### src/rtl/oci_trace_pkg.sv
// Shared definitions for the OCI direct-compressed-trace (DCT) datapath.
//   - frame geometry constants (atom width, atoms per frame, derived widths)
//   - packer state encoding
//   - branch atom codes; the reserved codes 2'b10/2'b11 pass through unchanged
package oci_trace_pkg;

   localparam int unsigned DCT_ATOM_W = 2;
   localparam int unsigned DCT_ATOMS  = 15;
   localparam int unsigned DCT_CNT_W  = 4;
   localparam int unsigned DCT_BUF_W  = DCT_ATOM_W * DCT_ATOMS;

   typedef enum logic [1:0] {
      ACCUM = 2'd0,
      DRAIN = 2'd1,
      ENDED = 2'd2
   } dct_state_e;

   localparam logic [DCT_ATOM_W-1:0] ATOM_NT    = 2'b00;
   localparam logic [DCT_ATOM_W-1:0] ATOM_T     = 2'b01;
   localparam logic [DCT_ATOM_W-1:0] ATOM_RSVD2 = 2'b10;
   localparam logic [DCT_ATOM_W-1:0] ATOM_RSVD3 = 2'b11;

endpackage

### src/rtl/oci_dct_trace_packer_if.sv
// Atom and frame streams of the DCT packer.
//   atom_valid/atom_data/atom_ready          : trace source -> packer
//   frame_valid/frame_ready/frame_buffer/count : packer -> trace FIFO
// master : the packer's view (accepts atoms, produces frames)
// slave  : the environment's view (trace source plus trace FIFO)
interface oci_dct_trace_packer_if #(
   parameter int unsigned ATOM_W = oci_trace_pkg::DCT_ATOM_W,
   parameter int unsigned CNT_W  = oci_trace_pkg::DCT_CNT_W,
   parameter int unsigned BUF_W  = oci_trace_pkg::DCT_BUF_W
);

   logic              atom_valid;
   logic [ATOM_W-1:0] atom_data;
   logic              atom_ready;
   logic              frame_valid;
   logic              frame_ready;
   logic [BUF_W-1:0]  frame_buffer;
   logic [CNT_W-1:0]  frame_count;

   modport master (
      input  atom_valid, atom_data, frame_ready,
      output atom_ready, frame_valid, frame_buffer, frame_count
   );

   modport slave (
      output atom_valid, atom_data, frame_ready,
      input  atom_ready, frame_valid, frame_buffer, frame_count
   );

endinterface

### src/rtl/oci_dct_frame_reg.sv
// Valid/ready output holding register for completed DCT frames.
//   clk, reset       : clock, asynchronous active-high reset
//   load_i           : capture buffer_i/count_i and raise valid_o
//   buffer_i/count_i : frame being closed
//   ready_i          : downstream accepts the held frame
//   valid_o          : a frame is held
//   buffer_o/count_o : held frame, stable while valid_o && !ready_i
//   free_o           : register may be loaded this cycle
module oci_dct_frame_reg #(
   parameter int unsigned BUF_W = 30,
   parameter int unsigned CNT_W = 4
) (
   input  logic             clk,
   input  logic             reset,
   input  logic             load_i,
   input  logic [BUF_W-1:0] buffer_i,
   input  logic [CNT_W-1:0] count_i,
   input  logic             ready_i,
   output logic             valid_o,
   output logic [BUF_W-1:0] buffer_o,
   output logic [CNT_W-1:0] count_o,
   output logic             free_o
);

   logic             valid_q;
   logic [BUF_W-1:0] buffer_q;
   logic [CNT_W-1:0] count_q;

   // Load wins over handoff so a new frame can replace the one leaving on the same edge.
   always_ff @(posedge clk or posedge reset) begin
      if (reset) begin
         valid_q  <= 1'b0;
         buffer_q <= '0;
         count_q  <= '0;
      end else if (load_i) begin
         valid_q  <= 1'b1;
         buffer_q <= buffer_i;
         count_q  <= count_i;
      end else if (ready_i) begin
         valid_q  <= 1'b0;
      end
   end

   assign free_o   = !valid_q || ready_i;
   assign valid_o  = valid_q;
   assign buffer_o = buffer_q;
   assign count_o  = count_q;

endmodule

### src/rtl/oci_dct_trace_packer.sv
// Packs 2-bit branch atoms LSB-first into a 30-bit DCT buffer, closes frames on
// full/flush/drain and hands them to the trace FIFO; runs the end-of-test drain.
//   clk, reset     : clock, asynchronous active-high reset
//   bus (master)   : atom input stream and frame output stream
//   flush_req      : pulse, close the partial frame
//   test_ending    : level, start the end-of-test drain
//   dct_buffer     : live accumulation buffer
//   dct_count      : live atom count
//   test_has_ended : sticky, drain complete
module oci_dct_trace_packer
   import oci_trace_pkg::*;
#(
   parameter int unsigned ATOM_W = DCT_ATOM_W,
   parameter int unsigned ATOMS  = DCT_ATOMS,
   parameter int unsigned CNT_W  = DCT_CNT_W,
   parameter int unsigned BUF_W  = ATOM_W * ATOMS
) (
   input  logic                    clk,
   input  logic                    reset,
   oci_dct_trace_packer_if.master  bus,
   input  logic                    flush_req,
   input  logic                    test_ending,
   output logic [BUF_W-1:0]        dct_buffer,
   output logic [CNT_W-1:0]        dct_count,
   output logic                    test_has_ended
);

   localparam logic [CNT_W-1:0] FullCnt = CNT_W'(ATOMS);

   dct_state_e       state_q, state_d;
   logic             flush_pending_q, flush_pending_d;
   logic [BUF_W-1:0] dct_buffer_q, dct_buffer_d;
   logic [CNT_W-1:0] dct_count_q, dct_count_d;
   logic             test_has_ended_q, test_has_ended_d;

   logic             frame_valid;
   logic             frame_free;
   logic             full;
   logic             atom_ready;
   logic             accept;
   logic             close;
   logic [BUF_W-1:0] atom_word;
   logic [BUF_W-1:0] ins_buffer;
   logic [CNT_W-1:0] ins_count;
   logic [BUF_W-1:0] close_buffer;
   logic [CNT_W-1:0] close_count;

   assign full      = (dct_count_q == FullCnt);
   assign atom_word = BUF_W'(bus.atom_data);

   // A full buffer may still take an atom when the output is free: the full frame
   // leaves on that edge and the new atom becomes atom 0 of the next buffer.
   always_comb begin
      atom_ready = 1'b0;
      if (!reset && state_q == ACCUM) begin
         atom_ready = !flush_pending_q && !(full && !frame_free);
      end
   end

   assign accept = bus.atom_valid && atom_ready;

   always_comb begin
      close        = 1'b0;
      close_buffer = dct_buffer_q;
      close_count  = dct_count_q;
      ins_buffer   = dct_buffer_q;
      ins_count    = dct_count_q;
      dct_buffer_d = dct_buffer_q;
      dct_count_d  = dct_count_q;

      if (full) begin
         close = frame_free;
         if (close) begin
            dct_buffer_d = accept ? atom_word : '0;
            dct_count_d  = CNT_W'(accept);
         end
      end else begin
         // Untouched slots are always zero, so OR-ing the atom in is sufficient.
         if (accept) begin
            ins_buffer = dct_buffer_q | (atom_word << (ATOM_W * 32'(dct_count_q)));
         end
         ins_count    = dct_count_q + CNT_W'(accept);
         close_buffer = ins_buffer;
         close_count  = ins_count;
         close        = frame_free && (ins_count != '0) &&
                        ((ins_count == FullCnt) || flush_pending_q || (state_q == DRAIN));
         dct_buffer_d = close ? '0 : ins_buffer;
         dct_count_d  = close ? '0 : ins_count;
      end
   end

   always_comb begin
      flush_pending_d = flush_pending_q;
      // An empty buffer has nothing to flush; drop the request without a frame.
      if (close || (flush_pending_q && dct_count_q == '0)) begin
         flush_pending_d = 1'b0;
      end
      if (flush_req && state_q == ACCUM) begin
         flush_pending_d = 1'b1;
      end
   end

   always_comb begin
      state_d = state_q;
      unique case (state_q)
         ACCUM:   if (test_ending) state_d = DRAIN;
         DRAIN:   if (dct_count_q == '0 && !frame_valid) state_d = ENDED;
         ENDED:   state_d = ENDED;
         default: state_d = ACCUM;
      endcase
      test_has_ended_d = (state_d == ENDED);
   end

   always_ff @(posedge clk or posedge reset) begin
      if (reset) begin
         state_q          <= ACCUM;
         flush_pending_q  <= 1'b0;
         dct_buffer_q     <= '0;
         dct_count_q      <= '0;
         test_has_ended_q <= 1'b0;
      end else begin
         state_q          <= state_d;
         flush_pending_q  <= flush_pending_d;
         dct_buffer_q     <= dct_buffer_d;
         dct_count_q      <= dct_count_d;
         test_has_ended_q <= test_has_ended_d;
      end
   end

   logic [BUF_W-1:0] frame_buffer;
   logic [CNT_W-1:0] frame_count;

   oci_dct_frame_reg #(
      .BUF_W (BUF_W),
      .CNT_W (CNT_W)
   ) u_frame_reg (
      .clk      (clk),
      .reset    (reset),
      .load_i   (close),
      .buffer_i (close_buffer),
      .count_i  (close_count),
      .ready_i  (bus.frame_ready),
      .valid_o  (frame_valid),
      .buffer_o (frame_buffer),
      .count_o  (frame_count),
      .free_o   (frame_free)
   );

   assign bus.atom_ready   = atom_ready;
   assign bus.frame_valid  = frame_valid;
   assign bus.frame_buffer = frame_buffer;
   assign bus.frame_count  = frame_count;

   assign dct_buffer     = dct_buffer_q;
   assign dct_count      = dct_count_q;
   assign test_has_ended = test_has_ended_q;

endmodule

### src/flat_wrapper.sv
// flat-port wrapper written by rule: the top's interface ports become plain ports
module oci_dct_trace_packer_flat import oci_trace_pkg::*;
#(
   parameter int unsigned ATOM_W = DCT_ATOM_W,
   parameter int unsigned ATOMS  = DCT_ATOMS,
   parameter int unsigned CNT_W  = DCT_CNT_W,
   parameter int unsigned BUF_W  = ATOM_W * ATOMS
)
  (clk, reset, flush_req, test_ending, dct_buffer, dct_count, test_has_ended, bus_atom_valid, bus_atom_data, bus_frame_ready, bus_atom_ready, bus_frame_valid, bus_frame_buffer, bus_frame_count);
  oci_dct_trace_packer_if #(.ATOM_W(ATOM_W), .CNT_W(CNT_W), .BUF_W(BUF_W)) bus_i ();
  input  logic clk;
  input  logic reset;
  input  logic flush_req;
  input  logic test_ending;
  output logic [BUF_W-1:0] dct_buffer;
  output logic [CNT_W-1:0] dct_count;
  output logic test_has_ended;
  input wire logic [$bits(bus_i.atom_valid)-1:0] bus_atom_valid;
  input wire logic [$bits(bus_i.atom_data)-1:0] bus_atom_data;
  input wire logic [$bits(bus_i.frame_ready)-1:0] bus_frame_ready;
  output wire logic [$bits(bus_i.atom_ready)-1:0] bus_atom_ready;
  output wire logic [$bits(bus_i.frame_valid)-1:0] bus_frame_valid;
  output wire logic [$bits(bus_i.frame_buffer)-1:0] bus_frame_buffer;
  output wire logic [$bits(bus_i.frame_count)-1:0] bus_frame_count;
  assign bus_i.atom_valid = bus_atom_valid;
  assign bus_i.atom_data = bus_atom_data;
  assign bus_i.frame_ready = bus_frame_ready;
  assign bus_atom_ready = bus_i.atom_ready;
  assign bus_frame_valid = bus_i.frame_valid;
  assign bus_frame_buffer = bus_i.frame_buffer;
  assign bus_frame_count = bus_i.frame_count;
  oci_dct_trace_packer #(.ATOM_W(ATOM_W), .ATOMS(ATOMS), .CNT_W(CNT_W), .BUF_W(BUF_W)) u_core (.clk(clk), .reset(reset), .bus(bus_i), .flush_req(flush_req), .test_ending(test_ending), .dct_buffer(dct_buffer), .dct_count(dct_count), .test_has_ended(test_has_ended));
endmodule
### config.mk
export PLATFORM = sky130hd
export DESIGN_NAME = oci_dct_trace_packer_flat
export DESIGN_NICKNAME = d
export VERILOG_FILES = /design/src/rtl/oci_trace_pkg.sv /design/src/rtl/oci_dct_trace_packer_if.sv /design/src/rtl/oci_dct_frame_reg.sv /design/src/rtl/oci_dct_trace_packer.sv /design/src/flat_wrapper.sv
export SDC_FILE = /design/constraint.sdc
export NUM_CORES = 1
export LEC_CHECK = 0
export BUFFER_PORTS_ARGS = -buffer_cell sky130_fd_sc_hd__buf_4
export CAP_MARGIN = 0
export CORE_ASPECT_RATIO = 1.75
export CORE_MARGIN = 5
export CORE_UTILIZATION = 55
export CTS_BUF_LIST = sky130_fd_sc_hd__clkbuf_4
export DETAILED_ROUTE_END_ITERATION = 8
export PLACE_DENSITY = 0.91
export SYNTH_ARGS = -nofsm -noshare
export SYNTH_HDL_FRONTEND = slang
export SYNTH_SLANG_ARGS = --single-unit
### constraint.sdc
create_clock -name clk -period 3.21 [get_ports clk]
set_input_delay 0.321 -clock clk [delete_from_list [all_inputs] [get_ports clk]]
set_output_delay 0.321 -clock clk [all_outputs]
set_load 0.02 [all_outputs]
==> results by group, run 1 <==
Status
  – Status: finished clean

Drt
  – Drc violations: 0
  – Met2 wire length: 4490 um
  – Routed length per instance: 18.5 um
  – Via density: 5.83
  – Wire length on met3: 589 um
  – Post-route ant nets: 0
  – Via count: 2688
  – DRT Wirelength: 8530 um
  – DR pass1 iterations: 4
  – M1 WL: 3090 um
  – Max Used Layer: met4
  – DR iter-0 viols: 201

STA
  – Tightest Pin Transition: 943 ps
  – Fmax: 0.332 GHz
  – Final Setup Violations: 0
  – Total negative setup slack: 0 ps
  – Slew HR: 37.0%
  – Min Hold Slack: 50.7 ps
  – Max Slew Vio Count: 0
  – Clk_skew: 13.0 ps
  – RSZ-0062 raised after global routing: no
  – Tcrit/Tclk final: 93.8%
  – Final hold vios: 0
  – Final setup margin: 197 ps
  – Post-layout min period: 3010 ps

Floorplanning
  – Rows: 37
  – Die area: 7540 sq um
  – Core Footprint: 5790 sq um
  – Starting Density: 55.6%
  – Die X-Extent: 67.8 um
  – I/O pin count: 79
  – Chip height: 111 um

Cells and area
  – Final net count: 388
  – Design Area, Final: 3980 sq um
  – P&R area growth vs syn: 23.9%
  – Final std cells w/o fill: 461
  – Layout cell share with drive strength beyond 1: 36.4%

Placed design
  – Port Buffers: 78
  – Placed inst area: 3850 sq um
  – Placer Congestion: 0.966
  – DP HPWL: 6300 um
  – Dpl cells: 445
  – Placement Setup Slack: 277 ps

Critical path
  – WP data arrival: 3370 ps
  – CP Cell Sequence: and4_1, a21oi_1, ha_1, ha_1, or2_2, a211oi_2, o211ai_1, and2_2, buf_12, a21oi_2
  – CP max-delay cell: dfrtp_1
  – CP endpoint kind: register
  – Worst EP required: 3570 ps
  – Setup CP Type: register to register
  – Element type at the critical path start: register
  – Crit-path max FO: 58
  – CP dominant cell by count: ha_1
  – R2R cell count: 10
  – Worst path max stage delay: 510 ps

Clock tree
  – Post_cts resized: 0
  – CTS Buf Count: 9
  – Post-CTS setup buffer count: 0
  – CTS Buffer Depth: 2
  – Reg clk slew, reported paths: 120 ps
  – CTS tree: done
  – H-tree depth: 3
  – Clock Latency Late Sink: 430 ps
  – CTS Sinks: 73
  – Root Driver: clkbuf_4
  – Hold-fix buffers, CTS: 0

Synthesis
  – Ys Warns: 0
  – Synth area leader: dfrtp_1
  – FFs w/ async S/R, synth: 100%
  – Primary FF master, synth: dfrtp_1
  – Most frequent cells after synthesis: 73 x dfrtp_1, 72 x a21oi_1, 34 x nor2_1, 29 x a21oi_2, 10 x nand2_1
  – Yosys top cell area share: 56.8%
  – Syn Inst Count: 302
  – Synth Cell Area: 3220 sq um
  – Post-Synthesis Net Count: 312
  – Avg Cell Area, Syn: 10.6 sq um
  – Synth area leaders: dfrtp_1 57%, a21oi_1 11%, a21oi_2 7.9%
  – Post-synthesis cell type count: 45
  – Number of synthesized flops with an enable pin: 0
  – Register area share after synthesis: 56.8%
  – Seq cells post-synth: 73
  – Most instantiated library cell after synthesis: dfrtp_1

Power and ir drop
  – P per Cell Area: 972 nW/um^2
  – Worst VDD drop: 0.529 mV
  – Leak pwr: 1.92 nW

Global routing
  – Largest net degree at the start of global routing: 59
  – First-pass GRT wire length: 13500 um
  – Initial antenna violation count: 1
  – GRT Total Usage: 24.0%
  – Vias in the first global route: 2703
  – GRT Residual Overflow: 0

Flow run
  – Max-cap violations: 0

Worst hold path
  – HP Class: primary input to async pin
-- critical path, delay by kind of cell (launching register included) --
| family | cells | cell delay [ps] |
|---|---|---|
| buf+inv | 1 | 220 |
| flops | 1 | 510 |
| compound gates | 4 | 620 |
| fa+ha+maj | 2 | 570 |
| simple gates | 3 | 980 |
-- logic make-up after synthesis --
| logic type | synth area share [%] |
|---|---|
| compound gates | 25.4 |
| xor+xnor | 0.272 |
| fa+ha+maj | 0.778 |
| buf+inv | 4.59 |
| flops | 56.8 |
| simple gates | 12.1 |
-- routing by layer --
metal  vias up  track usage (%)
met5         -                0
met2       128             40.2
met4         0             12.0
li1       1234                -
met3        30             6.49
met1      1296             27.1
-- final timing paths --
kind / startpoint / end / slack [ps]
worst min-delay path: reset / u_core.dct_count[3]$_DFFE_PP0N_ / 50
worst max register to register: u_core.dct_count[3]$_DFFE_PP0N_ / u_core.u_frame_reg.buffer_o[5]$_DFFE_PP0P_ / 200
max in group asynchronous: reset / u_core.dct_buffer[0]$_DFFE_PP0N_ / 2490
worst max-delay path: u_core.dct_count[3]$_DFFE_PP0N_ / u_core.u_frame_reg.buffer_o[5]$_DFFE_PP0P_ / 200
min in group clk: flush_req / u_core.flush_pending_q$_DFFE_PP0P_ / 90
worst min register to register: u_core.u_frame_reg.buffer_o[0]$_DFFE_PP0P_ / u_core.u_frame_reg.buffer_o[0]$_DFFE_PP0P_ / 530
-- metrics by stage --
stage | util (%) | power, W
4_1_cts | 68.8 | 0.00388
6_report | 68.8 | 0.00387
3_3_place_gp | 66.6 | 0.00328
5_1_grt | 68.8 | 0.00409
2_1_floorplan | - | 0.00270
3_5_place_dp | 66.6 | 0.00335
-- state kept, by name, summed over array words and instances (netlist names) --
register / flops
u_core.dct_buffer: 30
u_core.u_frame_reg.buffer_o: 30
u_core.dct_count: 4
u_core.u_frame_reg.count_o: 4
u_core.state_q: 2
u_core.flush_pending_q: 1
u_core.test_has_ended: 1
u_core.u_frame_reg.valid_o: 1
-- area by class of cell --
cell class | instances | area (sq um)
antenna | 1 | 2.50
sequential | 73 | 1830
fill | 455 | 1800
timing repair buffer | 87 | 678
clock buffer | 9 | 67.6
clock inverter | 6 | 60.1
tap | 78 | 97.6
multi-input combinational | 205 | 1240
inverter | 2 | 7.51
-- placed cells by master, fill, tap and decap left out, drive strengths merged, types with 3 or more instances in the layout --
cell type / netlist / layout
o21ai: 3 / 3
nand2: 10 / 10
a31oi: 5 / 5
buf: 12 / 87
a21oi: 101 / 101
and3: 3 / 3
nor2b: 3 / 3
and2: 3 / 3
nand2b: 4 / 4
dfrtp: 73 / 73
clkinv: 0 / 4
nor2: 34 / 34
o22a: 3 / 3
nor3b: 3 / 3
clkbuf: 10 / 9
-- power breakdown --
| part | internal, W | switching [W] |
|---|---|---|
| clock network | 0.000229 | 0.000320 |
| logic | 0.000762 | 0.00116 |
| registers | 0.00121 | 0.000184 |
| total | 0.00220 | 0.00167 |
Power figures use the tool's default switching activity.
==> run 2: changes to the inputs <==
CAP_MARGIN = default   (was 0)
GPL_TIMING_DRIVEN = 0   (was default)
==> results by group, run 2 (synthesized netlist as in run 1, its figures left out) <==
Global routing
  – Initial antenna violation count: 1 (unchanged)
  – GRT Residual Overflow: 0 (unchanged)
  – First-pass GRT wire length: 14700 um (was 13500 um)
  – Vias in the first global route: 2945 (was 2703)
  – GRT Total Usage: 26.2% (was 24.0%)
  – Largest net degree at the start of global routing: 74 (was 59)

Power and ir drop
  – Leak pwr: 1.98 nW (was 1.92 nW)
  – P per Cell Area: 1010 nW/um^2 (was 972 nW/um^2)
  – Worst VDD drop: 0.597 mV (was 0.529 mV)

Floorplanning
  – Rows: 37 (unchanged)
  – Starting Density: 55.6% (unchanged)
  – Core Footprint: 5790 sq um (unchanged)
  – Chip height: 111 um (unchanged)
  – Die area: 7540 sq um (unchanged)
  – I/O pin count: 79 (unchanged)
  – Die X-Extent: 67.8 um (unchanged)

Drt
  – Via count: 2794 (was 2688)
  – Drc violations: 0 (unchanged)
  – DR pass1 iterations: 5 (was 4)
  – Routed length per instance: 18.6 um (was 18.5 um)
  – DR iter-0 viols: 178 (was 201)
  – DRT Wirelength: 8830 um (was 8530 um)
  – Via density: 5.89 (was 5.83)
  – Post-route ant nets: 0 (unchanged)

Cells and area
  – Layout fillers: 465 (was 455)
  – Multi-input gate area: 1260 sq um (was 1240 sq um)
  – Layout cell share with drive strength beyond 1: 38.0% (was 36.4%)
  – Most frequent cells in the layout: 79 x buf_4, 72 x a21oi_1, 72 x dfrtp_1 (was 85 x buf_4, 73 x dfrtp_1, 72 x a21oi_1)
  – P&R area growth vs syn: 27.9% (was 23.9%)
  – Final std cells w/o fill: 474 (was 461)
  – Final net count: 401 (was 388)
  – Register area: 1830 sq um (about the same)
  – Commonest non-fill, non-tap cell in the layout: buf_4 (unchanged)

Placed design
  – Dpl cells: 458 (was 445)
  – Port Buffers: 78 (unchanged)
  – Placement Setup Slack: -165 ps (was 277 ps)
  – DP HPWL: 6370 um (was 6300 um)
  – Placer Congestion: 0.883 (was 0.966)

Critical path
  – Worst r2r src: u_core.dct_count[1]$_DFFE_PP0N_ (was u_core.dct_count[3]$_DFFE_PP0N_)
  – R2R cell count: 12 (was 10)
  – WP data arrival: 3440 ps (was 3370 ps)
  – Worst Path Buf+Inv: 3 (was 1)
  – CP max-delay cell: dfrtp_1 (unchanged)
  – Reg2reg end: u_core.u_frame_reg.buffer_o[23]$_DFFE_PP0P_ (was u_core.u_frame_reg.buffer_o[5]$_DFFE_PP0P_)
  – Worst EP required: 3570 ps (about the same)
  – CP Cell Sequence: buf_2, and4_4, a21oi_1, ha_2, ha_1, or2_2, a211oi_2, o211ai_1, and2_1, buf_6, buf_6, a21oi_2 (was and4_1, a21oi_1, ha_1, ha_1, or2_2, a211oi_2, o211ai_1, and2_2, buf_12, a21oi_2)
  – Crit-path leading delay family: simple AND/OR/NAND/NOR gates (unchanged)
  – Worst reg2reg setup slack: 140 ps (was 200 ps)
  – Element type at the critical path start: register (unchanged)
  – Crit-path max FO: 10 (was 58)
  – Worst path max stage delay: 480 ps (was 510 ps)
  – CP dominant cell by count: buf_6 (was ha_1)
  – CP endpoint kind: register (unchanged)
  – Setup CP Type: register to register (unchanged)

Clock tree
  – CTS tree: done (unchanged)
  – Root Driver: clkbuf_4 (unchanged)
  – Reg clk slew, reported paths: 120 ps (about the same)
  – CTS Buffer Depth: 2 (unchanged)
  – Hold-fix buffers, CTS: 0 (unchanged)
  – H-tree depth: 3 (unchanged)
  – CTS Buf Count: 9 (unchanged)
  – CTS Sinks: 73 (unchanged)
  – Clock Latency Late Sink: 430 ps (about the same)

Flow run
  – Max-cap violations: 0 (unchanged)

STA
  – Fmax: 0.325 GHz (was 0.332 GHz)
  – Final Setup Violations: 0 (unchanged)
  – Max Slew Vio Count: 0 (unchanged)
  – RSZ-0062 raised after global routing: no (unchanged)
  – Tcrit/Tclk final: 95.7% (was 93.8%)
  – Post-layout min period: 3070 ps (was 3010 ps)
  – Final hold vios: 0 (unchanged)
  – Slew HR: 33.8% (was 37.0%)
  – Tightest Pin Transition: 991 ps (was 943 ps)
  – Clk_skew: 15.5 ps (was 13.0 ps)
  – Final setup margin: 138 ps (was 197 ps)

Worst hold path
  – HP Class: primary input to async pin (unchanged)

Status
  – Status: finished clean (unchanged)
## run 2: changes by cell type in the layout (fill, tap and decap cells not counted), sizes merged
| cell | delta |
|---|---|
| clkbuf | +9 |
| buf | +4 |
| bufinv | +2 |
| clkinv | -1 |
| clkinvlp | -1 |
## run 2: final cells by class
cell class / count / share of cell area (%)
Timing Repair Buffer: 79 / 14.4
Clock buffer: 9 / 1.64
Buffer: 21 / 3.44
Clock inverter: 6 / 2.62
Tap cell: 78 / 2.37
Multi-Input combinational cell: 205 / 30.8
Antenna cell: 1 / 0.0608
Sequential cell: 73 / 44.4
Inverter: 2 / 0.243
## run 2: per-stage QoR
stage	util (%)	TNS [ps]	power [W]	hold slack (ps)	instance area, sq um
2_1_floorplan	-	0	0.00270	439	3220
5_1_grt	71.1	0	0.00439	79.4	4110
3_5_place_dp	67.4	-7980	0.00342	503	3900
6_report	71.1	0	0.00414	86.0	4110
4_1_cts	70.7	0	0.00415	68.8	4090
3_3_place_gp	67.4	-5710	0.00336	497	3900
## run 2: worst max-delay path by stage
stage	startpoint	to	slack, ps	cells past startpoint
2_1_floorplan	u_core.dct_count[0]$_DFFE_PP0N_	u_core.u_frame_reg.buffer_o[7]$_DFFE_PP0P_	200	13
3_3_place_gp	u_core.dct_count[0]$_DFFE_PP0N_	u_core.u_frame_reg.buffer_o[12]$_DFFE_PP0P_	-130	12
3_5_place_dp	u_core.dct_count[0]$_DFFE_PP0N_	u_core.u_frame_reg.buffer_o[1]$_DFFE_PP0P_	-160	12
4_1_cts	u_core.state_q[0]$_DFF_PP0_	u_core.u_frame_reg.buffer_o[18]$_DFFE_PP0P_	50	12
5_1_grt	u_core.flush_pending_q$_DFFE_PP0P_	u_core.u_frame_reg.buffer_o[8]$_DFFE_PP0P_	20	12
6_report	u_core.dct_count[1]$_DFFE_PP0N_	u_core.u_frame_reg.buffer_o[23]$_DFFE_PP0P_	140	12
## run 2: routing by layer
metal / track usage, % / vias to the layer above / routed length, um
li1: - / 1265 / -
met1: 30.8 / 1377 / 3260
met2: 41.8 / 119 / 4610
met3: 6.09 / 33 / 564
met4: 15.9 / 0 / 397
met5: 0 / - / 0
## run 2: worst reg2reg max path, cell delays in order (launching register included)
cell and delay (ps):
dfrtp_1 480, buf_2 240, and4_4 300, a21oi_1 90, ha_2 200, ha_1 310
or2_2 310, a211oi_2 210, o211ai_1 210, and2_1 200, buf_6 140, buf_6 160
a21oi_2 130
## run 2: what timing repair did
action                                  in CTS  in global routing
pin swaps                                    0                  2
gates resized for setup                      5                  8
endpoints found under the setup margin      63                 63
buffers inserted                             0                  1
## run 2: report_power, final
part,leakage (nW),internal [W],switching (W),total [W]
Combinational,0.950,0.000823,0.00119,0.00202
Clock,0.0934,0.000387,0.000325,0.000713
Sequential,0.939,0.00121,0.000204,0.00142
